[src/rtl/key_pkg.sv]
// Shared key-conditioning definitions: FSM encoding and the key codes
// that the downstream threshold adjuster also decodes.
package key_pkg;

   localparam int KEY_N = 2;

   localparam logic [KEY_N-1:0] KEY_DEC = 2'b01;
   localparam logic [KEY_N-1:0] KEY_INC = 2'b10;

   typedef enum logic [2:0] {
      IDLE     = 3'd0,
      DB_PRESS = 3'd1,
      HOLD     = 3'd2,
      REPEAT   = 3'd3,
      DB_REL   = 3'd4
   } key_state_t;

   function automatic int unsigned max3(input int unsigned a, input int unsigned b,
                                        input int unsigned c);
      int unsigned m;
      m = (a > b) ? a : b;
      return (m > c) ? m : c;
   endfunction

endpackage

[src/rtl/key_sync2.sv]
// Two-flop synchroniser for raw active-low buttons; resets to all-ones so a
// reset leaves every key reading as released.
module key_sync2 #(
   parameter int W = 2
) (
   input  logic         clk,
   input  logic         rst_n,
   input  logic [W-1:0] d,
   output logic [W-1:0] q
);

   logic [W-1:0] stage1;

   always_ff @(posedge clk or negedge rst_n) begin
      if (!rst_n) begin
         stage1 <= '1;
         q      <= '1;
      end else begin
         stage1 <= d;
         q      <= stage1;
      end
   end

endmodule

[src/rtl/key_debounce_repeat.sv]
// Front-panel key conditioning: synchronise, debounce press/release and
// emit single-cycle key events with optional auto-repeat while held.
//
//   state    | meaning
//   ---------+-------------------------------------------------------
//   IDLE     | no key active, waiting for a press
//   DB_PRESS | key pattern seen, counting stable cycles before accept
//   HOLD     | press accepted, counting towards the first repeat
//   REPEAT   | auto-repeating at the repeat rate
//   DB_REL   | key pattern changed, waiting for a stable release
module key_debounce_repeat
   import key_pkg::*;
#(
   parameter int unsigned DEBOUNCE_CYCLES     = 2000000,
   parameter int unsigned REPEAT_DELAY_CYCLES = 50000000,
   parameter int unsigned REPEAT_RATE_CYCLES  = 10000000,
   parameter bit          REPEAT_EN           = 1'b1
) (
   input  logic             clk,
   input  logic             rst_n,
   input  logic [KEY_N-1:0] key_in,
   output logic             key_flag,
   output logic [KEY_N-1:0] key_value
);

   localparam int unsigned CNT_MAX = max3(DEBOUNCE_CYCLES, REPEAT_DELAY_CYCLES,
                                          REPEAT_RATE_CYCLES);
   localparam int CNT_W = (CNT_MAX > 1) ? $clog2(CNT_MAX) : 1;

   localparam logic [CNT_W-1:0] DB_LAST    = CNT_W'(DEBOUNCE_CYCLES - 1);
   localparam logic [CNT_W-1:0] DELAY_LAST = CNT_W'(REPEAT_DELAY_CYCLES - 1);
   localparam logic [CNT_W-1:0] RATE_LAST  = CNT_W'(REPEAT_RATE_CYCLES - 1);

   logic [KEY_N-1:0] key_sync;
   logic [KEY_N-1:0] key_act;

   key_state_t       state, state_next;
   logic [CNT_W-1:0] cnt, cnt_next;
   logic [KEY_N-1:0] snap, snap_next;
   logic             flag_next;
   logic [KEY_N-1:0] value_next;

   logic act_zero, act_diff, db_done, delay_done, rate_done, cnt_sat;

   key_sync2 #(.W(KEY_N)) u_sync (
      .clk   (clk),
      .rst_n (rst_n),
      .d     (key_in),
      .q     (key_sync)
   );

   assign key_act    = ~key_sync;
   assign act_zero   = (key_act == '0);
   assign act_diff   = (key_act != snap);
   assign db_done    = (cnt == DB_LAST);
   assign delay_done = REPEAT_EN && (cnt == DELAY_LAST);
   assign rate_done  = REPEAT_EN && (cnt == RATE_LAST);
   assign cnt_sat    = (cnt == '1);

   always_ff @(posedge clk or negedge rst_n) begin
      if (!rst_n) begin
         state     <= IDLE;
         cnt       <= '0;
         snap      <= '0;
         key_flag  <= 1'b0;
         key_value <= '0;
      end else begin
         state     <= state_next;
         cnt       <= cnt_next;
         snap      <= snap_next;
         key_flag  <= flag_next;
         key_value <= value_next;
      end
   end

   always_comb begin
      state_next = state;
      case (state)
         IDLE:     if (!act_zero) state_next = DB_PRESS;
         DB_PRESS: begin
            if (act_zero)                  state_next = IDLE;
            else if (!act_diff && db_done) state_next = HOLD;
         end
         HOLD: begin
            if (act_diff)        state_next = DB_REL;
            else if (delay_done) state_next = REPEAT;
         end
         REPEAT:   if (act_diff) state_next = DB_REL;
         DB_REL:   if (act_zero && db_done) state_next = IDLE;
         default:  state_next = IDLE;
      endcase
   end

   // Counter saturates in HOLD/REPEAT so a long hold with repeat disabled never wraps.
   always_comb begin
      cnt_next   = cnt;
      snap_next  = snap;
      flag_next  = 1'b0;
      value_next = key_value;
      case (state)
         IDLE: begin
            if (!act_zero) begin
               snap_next = key_act;
               cnt_next  = '0;
            end
         end
         DB_PRESS: begin
            if (act_zero) begin
               cnt_next = cnt;
            end else if (act_diff) begin
               snap_next = key_act;
               cnt_next  = '0;
            end else if (db_done) begin
               flag_next  = 1'b1;
               value_next = snap;
               cnt_next   = '0;
            end else begin
               cnt_next = cnt + CNT_W'(1);
            end
         end
         HOLD: begin
            if (act_diff) begin
               cnt_next = '0;
            end else if (delay_done) begin
               flag_next = 1'b1;
               cnt_next  = '0;
            end else if (!cnt_sat) begin
               cnt_next = cnt + CNT_W'(1);
            end
         end
         REPEAT: begin
            if (act_diff) begin
               cnt_next = '0;
            end else if (rate_done) begin
               flag_next = 1'b1;
               cnt_next  = '0;
            end else if (!cnt_sat) begin
               cnt_next = cnt + CNT_W'(1);
            end
         end
         DB_REL: begin
            if (!act_zero) begin
               cnt_next = '0;
            end else if (!db_done) begin
               cnt_next = cnt + CNT_W'(1);
            end
         end
         default: begin
            cnt_next  = '0;
            snap_next = '0;
         end
      endcase
   end

endmodule
[config.mk]
export PLATFORM = sky130hd
export DESIGN_NAME = key_debounce_repeat
export DESIGN_NICKNAME = d
export VERILOG_FILES = /design/src/rtl/key_pkg.sv /design/src/rtl/key_sync2.sv /design/src/rtl/key_debounce_repeat.sv
export SDC_FILE = /design/constraint.sdc
export NUM_CORES = 1
export LEC_CHECK = 0
export CAP_MARGIN = 10
export CORE_MARGIN = 5
export CORE_UTILIZATION = 39
export CTS_CLUSTER_DIAMETER = 200
export DETAILED_ROUTE_END_ITERATION = 8
export SYNTH_ARGS = -nofsm -noshare
export SYNTH_HDL_FRONTEND = slang
export SYNTH_SLANG_ARGS = --single-unit
[constraint.sdc]
create_clock -name clk -period 6.1 [get_ports clk]
set_input_delay 1.22 -clock clk [delete_from_list [all_inputs] [get_ports clk]]
set_output_delay 1.22 -clock clk [all_outputs]
set_load 0.05 [all_outputs]
[Yosys cells after proc, flatten, opt, wreduce, memory -nomap -nowiden]
Cells that the tools add are included.
Cells by class
  $add $sub $neg: 1
  eq/ne operators: 17
  muxes and demuxes: 32
  bitwise logic cells: 4
  reductions and logical operators: 10
Operators with widths (count)
  two-way mux 26 bit: 11
  case mux 26 bit (5 select lines): 1
  equality test 26 bit (second input constant): 2
  adder 26 x 1 -> 26 bit (second input constant): 1
  equality test 26 x 21 -> 1 bit (second input constant): 1
  equality test 26 x 24 -> 1 bit (second input constant): 1
  two-way mux 3 bit: 7
  case mux 3 bit (5 select lines): 1
  inequality test 2 bit (second input constant): 5
  inequality test 3 bit (second input constant): 3
  AND reduction 4 bit: 2
  two-way mux 1 bit: 7
  equality test 3 x 2 -> 1 bit (second input constant): 2
  two-way mux 2 bit: 3
  case mux 2 bit (3 select lines): 1
  AND reduction 5 bit: 1
  equality test 3 x 1 -> 1 bit (second input constant): 1
  equality test 3 bit (second input constant): 1
  logical NOT 3 bit: 1
  inverter 1 bit: 3
  case mux 1 bit (3 select lines): 1
  AND reduction 3 bit: 1
  OR reduction 3 bit: 1
  logical AND 1 bit: 2
  other kinds (4): 4
Storage, ports and cells
  register bits: 38
  input bits: 4

[Longest topological paths before layout]
Gate-level depths: netlist of run 1.
  word-level depth: 7
  gate-level depth with buffers: 9
  mapped depth without buffers: 7

[Cells and area by module]
A second synthesis of run 1 with hierarchy kept.
Unflattened totals
  cell total of the unflattened synthesis: 288
  area total of the unflattened synthesis: 2572.5 sq um
Modules (own cells, without submodules)
  key_debounce_repeat: times used 1, cells each 284, area each 2467.4 sq um, sequential area each 850.8 sq um
  key_sync2: times used 1, cells each 4, area each 105.1 sq um, sequential area each 105.1 sq um

[Least setup slack after synthesis of run 1]
Ideal clock, no wire load.
  path kind: reg2reg
  start: reg cnt[7]
  end: reg cnt[1]
  setup time: 0.122 ns
  arrival time: 2.327 ns
  path slack: 3.651 ns
  stages on the path, launching flop included: 8
  buffers on the path: 2
  clock period less this slack: 2.449 ns
  cell sequence: dfrtp_1 -> or4_1 -> or4_1 -> buf_6 -> a211oi_4 -> o22ai_2 -> buf_6 -> a32o_1
On the way
  longest elaborated chain between the ends: 5
  elaborated cells between the ends (all ways): 15
  classes of those cells: 5 x eq/ne; 9 x mux; 1 x reduce/logical
Ends and longest elaborated chain
  from (decl): line key_debounce_repeat.sv:38  | logic [CNT_W-1:0] cnt, cnt_next;
  from (signal assigned): line key_debounce_repeat.sv:69  | cnt <= cnt_next;
  equality test 26 bit / equality test 26 x 21 -> 1 bit (equally long branches): line key_debounce_repeat.sv:58, key_debounce_repeat.sv:55
  two-way mux 26 bit (on tied branches)
  two-way mux 26 bit (on tied branches): line key_debounce_repeat.sv:134, key_debounce_repeat.sv:110, key_debounce_repeat.sv:124
  two-way mux 26 bit (on tied branches): line key_debounce_repeat.sv:132, key_debounce_repeat.sv:108, key_debounce_repeat.sv:122
  case mux 26 bit (5 select lines): line key_debounce_repeat.sv:100  | case (state)
Parallel ways exist; a longest one is shown, timed or not. The select of a mux whose other input is x is not followed.
A chain may end at the register's enable or synchronous reset.

[Worst setup path in the final report of run 1]
  start: reg cnt[7]
  end: reg cnt[4]
Same word-level chain as after synthesis.

==> results.py, run 1 <==
metrics = {
    "outcome": {
        "status": "finished, final reports clean",
    },
    "detailed_routing": {
        "drc": 0,
        "num_vias": 2032,
        "first_pass_iters": 4,
        "wl_met2_mm": 2.61,
        "wl_met3_um": 212,
        "drt_iter0_drc": 174,
        "wl_met1_mm": 2.73,
        "highest_layer": "met4",
        "avgViaCountPerCell": 6.03,
        "wl_mm": 5.62,
        "post_drt_wl_per_cell_um": 16.7,
        "ant_nets": 0,
    },
    "timing": {
        "fin_crit_sh": 0.479,
        "whs_ps": 359,
        "tns_ps": 0,
        "maxSlewViolCount": 0,
        "layout_setup_ws_ps": 3180,
        "fmax_ghz": 0.342,
        "hold_viol": 0,
        "setup_viol": 0,
        "fin_crit_ps": 2920,
        "fin_skew_ps": 2.23,
        "rsz0062_at_grt": "false",
        "maxSlewHeadroom": 0.433,
        "worstMarginPinSlew_ps": 850,
    },
    "critical_path": {
        "critPathArrivalTime_ps": 3140,
        "path_cells": "or4_1 > or4_1 > or2_1 > o21ai_2 > nor2_1 > o21ai_0",
        "critPathBufInv": 0,
        "crit_family": "simple AND/OR/NAND/NOR gates",
        "crit_top_cell": "or4_1",
        "critPathKind": "flip-flop to flip-flop",
        "cp.required_ps": 6310,
        "worst_setup_path_end_kind": "flip-flop",
        "crit_fanout": 13,
        "r2r_setup_slack_ps": 3180,
        "cp-start-kind": "flip-flop",
        "rr_worst_depth": 6,
        "critical_path.max_stage_delay_ps": 670,
        "cp_slowest_cell": "or4_1",
        "reg2reg_to": "cnt[4]$_DFFE_PN0P_",
        "rr_startpoint": "cnt[7]$_DFFE_PN0P_",
    },
    "clock_network": {
        "cts_buffer_depth": 2,
        "cts_sinks": 38,
        "clkTransAtPathRegs_ps": 80,
        "cts_resized": 0,
        "worstSkewPairLatency_ps": 290,
        "root_buffer": "clkbuf_8",
        "cts_hold_buf": 0,
        "cts_tree": "yes",
        "numCtsBuffers": 5,
        "postCtsSetupRepairBufs": 0,
        "htreeDepth": 2,
    },
    "layout": {
        "areaGrowthSynthToFinish_pct": 7.60,
        "layout-drive-gt1-share": 0.115,
        "n_antenna_cell": 0,
        "fin_nets": 266,
        "final_area_um2": 2520,
    },
    "yosys": {
        "yosysTopAreaCell": "dfrtp_1",
        "synthTopCellsByArea": "dfrtp_1 36%, dfstp_2 4.5%, a31oi_1 4.3%",
        "async_flop_share": 1.00,
        "ys_top_cells_by_count": "34 x dfrtp_1, 18 x a21oi_1, 17 x o21ai_0",
        "netlist_area_um2": 2340,
        "ys.flop_type": "dfrtp_1",
        "ys_ff_latch": 38,
        "synth_top_area_frac": 0.364,
        "synth-edff-count": 0,
        "synth.net_count": 265,
        "avgSynthCellArea_um2": 8.99,
        "yosysSeqAreaShare": 0.409,
        "yosys_warnings": 0,
        "synth.most_common_cell": "dfrtp_1",
        "post_synth_num_cell_types": 54,
        "synthCells": 260,
    },
    "power": {
        "finalPower_mw": 0.584,
        "max-vdd-ir-drop_v": 0.000112,
        "p_per_area_nw_per_um2": 232,
        "leakagePower_nw": 0.966,
    },
    "global_route": {
        "grt_max_degree": 39,
        "antenna_found_initial": 0,
        "grt_overflow_total": 0,
        "grt_pass1_wl_mm": 9.85,
        "grt_pass1_vias": 1977,
        "grt_use_total": 0.162,
    },
    "min_path": {
        "min_from": "u_sync.stage1[1]$_DFF_PN1_",
        "hold_class": "flip-flop to flip-flop",
        "hold_depth": 0,
        "holdPathEnd": "u_sync.q[1]$_DFF_PN1_",
    },
    "place": {
        "placed_area_um2": 2410,
        "place_congestion": 0.836,
        "dp_slack_ps": 3110,
        "io_buffers": 6,
        "hpwl_mm": 3.91,
    },
    "floorplan": {
        "start_util": 0.397,
        "coreArea_um2": 5890,
        "pin_count": 7,
        "die_h_um": 87.4,
        "std_cell_rows": 28,
        "dieArea_um2": 7640,
        "die_w_um": 87.4,
    },
    "flow_run": {
        "max_cap_viol_count": 0,
    },
}
## registers in the layout, summed over array words and instances, names as in the netlist
register,cells
u_sync.q,2
snap,2
cnt,26
u_sync.stage1,2
key_flag,1
key_value,2
state,3
## area by class of cell
| cell class | count | area [µm²] |
|---|---|---|
| Tap cell | 75 | 93.8 |
| Clock inverter | 1 | 5.00 |
| Fill cell | 604 | 3370 |
| Clock buffer | 7 | 86.3 |
| Multi-Input combinational cell | 202 | 1270 |
| Inverter | 6 | 22.5 |
| Timing Repair Buffer | 8 | 77.6 |
| Sequential cell | 38 | 956 |
## placed cells by master, fill, tap and decap left out, drive strengths merged, types with 4 or more instances in the layout
cell type,instances
nand2,17
nor2b,5
clkdlybuf4s50,5
o21ai,23
nand3,16
clkbuf,7
nor3,7
dfstp,4
and4,4
dfrtp,34
nand2b,7
inv,6
a21oi,18
and3,10
nor2,17
nand4,9
nor4,5
a31oi,16
o221a,5
## stage by stage
| stage | cells | util |
|---|---|---|
| after CTS | 336 | 0.425 |
| after global placement | 328 | 0.409 |
| after global routing | 337 | 0.428 |
| after floorplan | 260 | - |
| after detailed placement | 328 | 0.409 |
| final | 337 | 0.428 |
## worst max-delay path by stage
stage                                   from                   to  cells past startpoint
after floorplan           cnt[7]$_DFFE_PN0P_   cnt[1]$_DFFE_PN0P_                      7
after global placement    cnt[7]$_DFFE_PN0P_  cnt[13]$_DFFE_PN0P_                      6
after detailed placement  cnt[7]$_DFFE_PN0P_   cnt[8]$_DFFE_PN0P_                      6
after CTS                 cnt[7]$_DFFE_PN0P_   cnt[8]$_DFFE_PN0P_                      6
after global routing      cnt[7]$_DFFE_PN0P_   cnt[4]$_DFFE_PN0P_                      6
final                     cnt[7]$_DFFE_PN0P_   cnt[4]$_DFFE_PN0P_                      6
## worst reg2reg max path, cell delays in order, from the launching register on
cell	delay, ps
dfrtp_1	430
or4_1	520
or4_1	670
or2_1	320
o21ai_2	560
nor2_1	170
o21ai_0	180
## layer usage
metal,track usage,up-vias
met3,0.0303,6
met2,0.245,41
met5,0,-
li1,-,993
met4,0.0558,0
met1,0.232,992
## cell families (layout without fill, tap and decap cells)
logic type | count (synthesis) | count (layout) | synth area share
buffers and inverters | 20 | 22 | 0.0460
multiplexers | 3 | 3 | 0.0139
AO/OA/AOI/OAI | 81 | 81 | 0.233
adder cells (fa/ha/maj) | 1 | 1 | 0.00535
flip-flops | 38 | 38 | 0.409
AND/OR/NAND/NOR | 114 | 114 | 0.282
XOR/XNOR | 3 | 3 | 0.0112
## report_power, final
part           leakage, nW  total [mW]  switching, mW  internal (mW)
logic                0.409       0.120         0.0790         0.0415
registers            0.509       0.280         0.0160          0.264
clock network       0.0482       0.184         0.0927         0.0913
No activity file was read; power rests on OpenSTA's default activity.
==> run 2: changes to the inputs <==
==> constraint.sdc (replaced) <==
create_clock -name clk -period 2.7 [get_ports clk]
set_input_delay 0.54 -clock clk [delete_from_list [all_inputs] [get_ports clk]]
set_output_delay 0.54 -clock clk [all_outputs]
set_load 0.05 [all_outputs]
==> run 2 against run 1 <==
Effect of this change: clock skew up 2.4 ps; via count grew 6.0%; sequential power increased by 130%; core utilization is 2.2 points higher; register-to-register slack worse by 3000 ps; combinational power is 150% higher; die area is the same; final cell count is 5.6% higher; power is 120% higher; global-route usage is 0.70 points higher; critical path depth rose by 1; non-clock buffer count increased by 19; critical endpoint is now cnt[25]$_DFFE_PN0P_; highest routed layer unchanged.
==> results.py, run 2 (same netlist as run 1, synthesis figures left out) <==
metrics = {
    "outcome": {
        "status": "finished, final reports clean",
    },
    "critical_path": {
        "rr_worst_depth": 7,
        "worst_setup_path_end_kind": "flip-flop",
        "crit_fanout": 18,
        "critPathArrivalTime_ps": 2710,
        "critPathKind": "flip-flop to flip-flop",
        "rr_startpoint": "cnt[7]$_DFFE_PN0P_",
        "cp.required_ps": 2870,
        "cp-start-kind": "flip-flop",
        "r2r_setup_slack_ps": 160,
        "reg2reg_to": "cnt[25]$_DFFE_PN0P_",
    },
    "floorplan": {
        "die_w_um": 87.4,
        "coreArea_um2": 5890,
        "start_util": 0.397,
        "die_h_um": 87.4,
        "dieArea_um2": 7640,
        "std_cell_rows": 28,
        "pin_count": 7,
    },
    "clock_network": {
        "cts_buffer_depth": 2,
        "root_buffer": "clkbuf_8",
        "cts_sinks": 38,
        "htreeDepth": 2,
        "cts_tree": "yes",
        "postCtsSetupRepairBufs": 0,
        "worstSkewPairLatency_ps": 280,
        "numCtsBuffers": 5,
        "clkTransAtPathRegs_ps": 70,
    },
    "global_route": {
        "grt_pass1_vias": 2061,
        "grt_pass1_wl_mm": 10.3,
        "antenna_found_initial": 0,
        "grt_use_total": 0.169,
        "grt_max_degree": 39,
        "grt_overflow_total": 0,
    },
    "place": {
        "placed_area_um2": 2560,
        "io_buffers": 6,
        "place_congestion": 0.891,
        "hpwl_mm": 4.14,
    },
    "timing": {
        "fmax_ghz": 0.394,
        "rsz0062_at_grt": "false",
        "whs_ps": 355,
        "hold_viol": 0,
        "worstMarginPinSlew_ps": 867,
        "maxSlewHeadroom": 0.422,
        "fin_skew_ps": 4.67,
        "maxSlewViolCount": 0,
        "fin_crit_sh": 0.941,
        "tns_ps": 0,
        "fin_crit_ps": 2540,
        "setup_viol": 0,
    },
    "layout": {
        "reg_top3": "cnt: 26 flops, state: 3 flops",
        "layout-drive-gt1-share": 0.171,
        "post-route-util": 0.449,
        "nFillCells": 604,
        "most-common-layout-cells": "34 x dfrtp_1, 21 x buf_4, 18 x a21oi_1",
        "largest_reg_flops": 26,
        "fin_nets": 285,
        "final_area_um2": 2640,
        "final_common_cell": "dfrtp_1",
        "multi_input_area_um2": 1280,
        "n_antenna_cell": 0,
        "largest_register": "cnt",
        "areaGrowthSynthToFinish_pct": 13.1,
        "ff_latch_area_um2": 956,
    },
    "detailed_routing": {
        "num_vias": 2153,
        "drt_iter0_drc": 173,
        "drc": 0,
        "first_pass_iters": 4,
        "post_drt_wl_per_cell_um": 16.5,
        "wl_mm": 5.89,
        "ant_nets": 0,
        "avgViaCountPerCell": 6.05,
    },
    "min_path": {
        "hold_class": "flip-flop to flip-flop",
        "min_from": "u_sync.stage1[1]$_DFF_PN1_",
        "holdPathEnd": "u_sync.q[1]$_DFF_PN1_",
        "hold_depth": 0,
    },
    "power": {
        "leakagePower_nw": 1.05,
        "max-vdd-ir-drop_v": 0.000205,
        "p_per_area_nw_per_um2": 494,
        "finalPower_mw": 1.30,
    },
    "flow_run": {
        "max_cap_viol_count": 0,
    },
}
## run 2: layout make-up
| cell class | count | share of cell area |
|---|---|---|
| clock buffers | 8 | 0.0303 |
| repair buffers | 27 | 0.0805 |
| inverters | 6 | 0.00852 |
| flip-flops and latches | 38 | 0.362 |
| multi-input cells | 202 | 0.484 |
| well taps | 75 | 0.0355 |
## run 2: worst max-delay path by stage
stage / startpoint / end / depth (start not counted)
2_1_floorplan: cnt[7]$_DFFE_PN0P_ / cnt[1]$_DFFE_PN0P_ / 7
3_3_place_gp: cnt[7]$_DFFE_PN0P_ / cnt[1]$_DFFE_PN0P_ / 6
3_5_place_dp: cnt[7]$_DFFE_PN0P_ / cnt[21]$_DFFE_PN0P_ / 7
4_1_cts: cnt[7]$_DFFE_PN0P_ / cnt[21]$_DFFE_PN0P_ / 7
5_1_grt: cnt[7]$_DFFE_PN0P_ / cnt[25]$_DFFE_PN0P_ / 7
6_report: cnt[7]$_DFFE_PN0P_ / cnt[25]$_DFFE_PN0P_ / 7
## run 2: report_power, final
| group | internal (mW) | switching [mW] |
|---|---|---|
| registers | 0.596 | 0.0350 |
| logic | 0.110 | 0.185 |
| clock network | 0.184 | 0.196 |
## run 2: through the flow
step,std cells,setup WS (ps)
finish,356,160
detailed placement,348,70.9
floorplan,260,251
global route,356,48.0
global placement,348,160
CTS,356,55.7
## run 2: routing by layer
layer,global-route usage,vias to the layer above,share of wire
met5,0,-,0
met4,0.0544,0,0.017
met3,0.0293,9,0.047
met2,0.261,70,0.47
met1,0.240,1043,0.47
li1,-,1031,-
## run 2: worst max-delay path: stages, from the launching register on
cell,delay [ps]
dfrtp_1,380
or4_1,530
or4_4,590
o22ai_1,270
o22ai_2,160
buf_4,220
a31oi_1,170
o21ai_1,80
## run 2: repair_timing
action / 4_1_cts / 5_1_grt
setup endpoints to repair: 0 / 21
hold buffers: 0 / 0
gates resized for setup: 0 / 1
==> run 3: changes to the inputs <==
--- a/config.mk
+++ b/config.mk
@@ -9,6 +9,7 @@
 export CORE_MARGIN = 5
 export CORE_UTILIZATION = 39
 export CTS_CLUSTER_DIAMETER = 200
+export CTS_CLUSTER_SIZE = 28
 export DETAILED_ROUTE_END_ITERATION = 8
 export SYNTH_ARGS = -nofsm -noshare
 export SYNTH_HDL_FRONTEND = slang
==> results of run 3 <==
No change in the layout: final DEF, timing and power equal those of run 2.
